[src/rtl/branch_target_buffer.sv]
// Direct-mapped branch target buffer with 2-bit saturating direction counters.
// Optional hit/mispredict statistics counters are enabled with `define BTB_STATS_EN.
module branch_target_buffer #(
  parameter int ENTRIES = 16
) (
  input  logic        clk,
  input  logic        rst,
  input  logic [31:0] fetch_pc,
  output logic        predicted_taken,
  output logic [31:0] predicted_target,
  output logic [31:0] next_pc,
  input  logic        update_en,
  input  logic [31:0] ex_pc,
  input  logic [31:0] ex_target,
  input  logic        ex_taken,
  input  logic        ex_predicted_taken,
  output logic [31:0] stat_lookups,
  output logic [31:0] stat_mispredicts
);

  localparam int IDX_W = $clog2(ENTRIES);
  localparam int TAG_W = 30 - IDX_W;

  logic              valid_q  [ENTRIES];
  logic [TAG_W-1:0]  tag_q    [ENTRIES];
  logic [31:0]       target_q [ENTRIES];
  logic [1:0]        ctr_q    [ENTRIES];

  // Lookup side
  logic [IDX_W-1:0] f_idx;
  logic [TAG_W-1:0] f_tag;
  logic             f_hit;

  assign f_idx = fetch_pc[IDX_W+1:2];
  assign f_tag = fetch_pc[31:IDX_W+2];
  // Gated by rst so the fetch stage never sees a prediction from stale state.
  assign f_hit = !rst && valid_q[f_idx] && (tag_q[f_idx] == f_tag);

  assign predicted_taken  = f_hit && ctr_q[f_idx][1];
  assign predicted_target = f_hit ? target_q[f_idx] : 32'd0;
  assign next_pc          = predicted_taken ? predicted_target : (fetch_pc + 32'd4);

  // Update side
  logic [IDX_W-1:0] u_idx;
  logic [TAG_W-1:0] u_tag;
  logic             u_hit;
  logic [1:0]       u_ctr;
  logic [1:0]       u_ctr_next;

  assign u_idx = ex_pc[IDX_W+1:2];
  assign u_tag = ex_pc[31:IDX_W+2];
  assign u_hit = valid_q[u_idx] && (tag_q[u_idx] == u_tag);
  assign u_ctr = ctr_q[u_idx];

  always_comb begin
    u_ctr_next = u_ctr;
    if (ex_taken) begin
      if (u_ctr != 2'b11) u_ctr_next = u_ctr + 2'b01;
    end else begin
      if (u_ctr != 2'b00) u_ctr_next = u_ctr - 2'b01;
    end
  end

  always_ff @(posedge clk) begin
    if (rst) begin
      for (int i = 0; i < ENTRIES; i++) begin
        valid_q[i]  <= 1'b0;
        tag_q[i]    <= '0;
        target_q[i] <= 32'd0;
        ctr_q[i]    <= 2'b01;
      end
    end else if (update_en) begin
      if (u_hit) begin
        ctr_q[u_idx] <= u_ctr_next;
        if (ex_taken) target_q[u_idx] <= ex_target;
      end else if (ex_taken) begin
        // Allocation evicts whatever aliased entry occupied this index.
        valid_q[u_idx]  <= 1'b1;
        tag_q[u_idx]    <= u_tag;
        target_q[u_idx] <= ex_target;
        ctr_q[u_idx]    <= 2'b10;
      end
    end
  end

`ifdef BTB_STATS_EN
  logic [31:0] lookups_q;
  logic [31:0] mispredicts_q;

  always_ff @(posedge clk) begin
    if (rst) begin
      lookups_q     <= 32'd0;
      mispredicts_q <= 32'd0;
    end else begin
      if (f_hit && (lookups_q != 32'hFFFF_FFFF))
        lookups_q <= lookups_q + 32'd1;
      if (update_en && (ex_taken != ex_predicted_taken) && (mispredicts_q != 32'hFFFF_FFFF))
        mispredicts_q <= mispredicts_q + 32'd1;
    end
  end

  assign stat_lookups     = lookups_q;
  assign stat_mispredicts = mispredicts_q;

  logic unused_bits;
  assign unused_bits = ^{fetch_pc[1:0], ex_pc[1:0]};
`else
  assign stat_lookups     = 32'd0;
  assign stat_mispredicts = 32'd0;

  logic unused_bits;
  assign unused_bits = ^{fetch_pc[1:0], ex_pc[1:0], ex_predicted_taken};
`endif

endmodule
[config.mk]
export PLATFORM = sky130hd
export DESIGN_NAME = branch_target_buffer
export DESIGN_NICKNAME = d
export VERILOG_FILES = /design/src/rtl/branch_target_buffer.sv
export SDC_FILE = /design/constraint.sdc
export NUM_CORES = 2
export LEC_CHECK = 0
export BUFFER_PORTS_ARGS = -buffer_cell sky130_fd_sc_hd__clkbuf_2
export CAP_MARGIN = 20
export CORE_ASPECT_RATIO = 0.8
export CORE_UTILIZATION = 60
export DETAILED_ROUTE_END_ITERATION = 7
export PLACE_DENSITY = 0.78
export SLEW_MARGIN = 25
export SYNTH_ARGS = -nofsm -noshare
export SYNTH_HDL_FRONTEND = slang
export SYNTH_SLANG_ARGS = --single-unit
export TNS_END_PERCENT = 20
[constraint.sdc]
create_clock -name clk -period 12.5 [get_ports clk]
set_input_delay 2.5 -clock clk [delete_from_list [all_inputs] [get_ports clk]]
set_output_delay 2.5 -clock clk [all_outputs]
set_load 0.05 [all_outputs]
==> flow_summary.yaml <==
drt:
  drt_pre_antenna_iters: 8
  routed_wirelength_mm: 157
  avgViaCountPerCell: 7.24
  drt_drc_violations_left: 0
  drt_iter0_drc: 6429
  wl_per_cell_microns: 34.3
  vias: 33300
  routed_antenna_nets: 0
power:
  power.leakage_nw: 20.6
  powerDensity_nw_per_um2: 138
  ir_drop_mv: 0.118
  fin_total_pwr_mw: 7.58
timing:
  period_minus_slack_ps: 10290
  worst_slew_pin_slew_ps: 1180
  hold_violations: 0
  setup_tns_ps: 0
  rsz_0062_raised_after_global_routing: "false"
  hold-worst-slack_ps: 482
  max_freq_mhz: 97.2
  timing.clock.skew_ps: 49.2
  setup-violations-final: 0
  slew_headroom: 0.212
  fin_ws_ps: 2210
  maxSlewViolCount: 0
  fin_crit_sh: 0.823
global_routing:
  globalRouteMet2Util: 0.543
  gr-usage-met3: 0.130
  overflow_left_after_global_routing: 0
  via_count_of_the_first_global_routing_pass: 32200
  grt_max_degree: 337
  gr-usage-met1: 0.492
  top_usage_layer: "met2"
  grt.total_usage: 0.367
  antenna_found_initial: 19
  global_route_wire_length_before_repair_mm: 223
synthesis:
  most_used_dff_post_synth: "edfxtp_1"
  syn-instance-count: 3434
  synth_simple_gate_area_frac: 0.149
  yosys_warnings: 0
  synth_top_family_by_area: "multiplexers"
  synth.area.mux_share: 0.196
  post_synthesis_cell_type_count: 69
  mappedNetlistArea_sq_um: 50500
  synth_area_per_cell_sq_um: 14.7
  synth_async_sr_flop_share: 0
  synth-compound-area-share: 0.0243
  synth-xor-area-share: 0.0125
  synth_enable_flop_cells: 960
  synth_sequential_area_ratio: 0.577
  synth_seq_cells: 976
  synth_area_in_adders: 0.000248
run_status:
  outcome: "finished clean"
worst_setup_path:
  worst-r2r-setup-slack_ps: 6790
  critical_path.startpoint_type: "input pin"
  timing.critical_path.max_delay_family: "simple AND/OR/NAND/NOR gates"
  worstReg2RegStart: "tag_q[13][2]$_SDFFCE_PN0P_"
  crit_path_end_kind: "primary output"
  slowest_stage: "or4_4"
  critPathBufInv: 4
  critPathKind: "in -> out"
  critical_path.reg2reg.endpoint: "tag_q[7][25]$_SDFFCE_PN0P_"
  worst_ep_arrival_time_ps: 7790
  critical_path.cell_chain: "buf_8, buf_4, mux4_2, mux4_2, nand2_1, or4_1, or4_1, or4_4, nor2b_4, buf_16, mux2_1, clkbuf_2"
  worst_path_largest_cell_delay_ps: 650
  worstRegToRegCells: 11
  timing.critical_path.fanout_max: 99
  cp_data_required_time_ps: 10000
final_layout:
  areaGrowthSynthToFinish_pct: 8.89
  mostFrequentLayoutCells: "960 x edfxtp_1, 533 x and2_1, 429 x and3_1, 388 x mux4_2, 155 x clkbuf_2"
  nets: 3500
  fillers: 5583
  mostFrequentLayoutCell: "edfxtp_1"
  register_area_sq_um: 29100
  multi_input_comb_area_sq_um: 19900
  final_core_utilization: 0.665
  layout-drive-gt1-share: 0.241
die:
  std_cell_rows: 94
  die_w_microns: 326
  die_area_sq_um: 85400
  placeableCoreArea_sq_um: 82800
  die_y_microns: 262
  top_level_ports: 230
  initial_utilization: 0.610
cts:
  post_cts_buffers: 0
  numClockSinks: 976
  clk_slew_on_worst_s_h_paths_ps: 60
  tritoncts: "yes"
  numCtsBuffers: 96
  cts-hold-fix-buffers: 0
  clock_tree.root_cell: "clkbuf_16"
  clkLatencyLatePin_ps: 690
  max_clock_buf_depth: 3
  cts_resized: 0
  htree_num_levels: 3
placement:
  io_buffer_count: 162
  gp_congestion: 0.957
  detailedPlacementHpwl_mm: 87.1
  post-place-ws_ps: 2020
worst_hold_path:
  min_path_type: "reg -> reg"
  worstHoldStart: "valid_q[9]$_DFF_P_"
  hold-path-cell-count: 1
  worst_hold_path.endpoint: "valid_q[9]$_DFF_P_"
run:
  maximum_capacitance_violations: 0
-- cell families after synthesis --
logic type,Yosys count
and+or+nand+nor,1258
AOI/OAI and AO/OA,176
muxes,502
buffers and inverters,448
DFF,976
other,1
xor gates and xnor gates,72
adders and majority gates,1
-- registers in the layout, indices dropped and copies added (netlist names) --
signal and count:
target_q 512, tag_q 416, ctr_q 32, valid_q 16
-- per-layer routing --
layer	routed length [microns]	part of all wire
met1	52200	0.33
met2	70200	0.45
met3	26800	0.17
met4	8070	0.051
met5	122	0.00077
-- worst reg2reg max path, delay by kind of cell (launching register included) --
kind            cells  cell delay (ps)
compound gates      3              610
xor+xnor            1              560
buf+inv             2              780
flops               1              400
mux                 1              470
simple gates        4             2480
-- synth_stat cells (all sizes together), types with 30 or more instances --
library cell    n  area [sq um]
mux4          388          8740
xnor2          46           403
and3          429          2680
a21o           33           248
clkbuf        278          1050
nor2b          46           295
buf           150           961
nand2          82           308
mux2i          87           871
nor3           30           150
o21ai          51           255
edfxtp        960         28800
and2          533          3330
nor2           48           183
-- power breakdown --
part	switching [mW]	internal, mW
registers	0.0716	3.76
clock network	1.27	1.60
logic	0.551	0.325
-- how the worst max path moves through the flow --
stage / start / end / slack (ps) / cells past startpoint
after floorplan: fetch_pc[2] / next_pc[20] / 3500 / 14
after global placement: fetch_pc[2] / next_pc[24] / 2120 / 11
after detailed placement: fetch_pc[2] / next_pc[22] / 2020 / 11
after CTS: fetch_pc[2] / next_pc[22] / 2010 / 11
after global routing: fetch_pc[2] / next_pc[1] / 2030 / 12
final: fetch_pc[3] / next_pc[19] / 2210 / 12
-- metrics by stage --
| step | cell area, sq um | cells |
|---|---|---|
| after floorplan | 50800 | 3497 |
| after global placement | 51800 | 4402 |
| final | 55000 | 4593 |
| after CTS | 55000 | 4581 |
| after global routing | 55000 | 4586 |
| after detailed placement | 51900 | 4402 |
-- layout make-up --
cell class                      count  share of cell area
Timing Repair Buffer              231              0.0263
Tap cell                         1104              0.0251
Sequential cell                   976               0.530
Antenna cell                       10            0.000455
Clock buffer                      121              0.0465
Inverter                           20             0.00136
Clock inverter                     58             0.00912
Multi-Input combinational cell   2073               0.362
No activity file was read; power rests on OpenSTA's default activity.
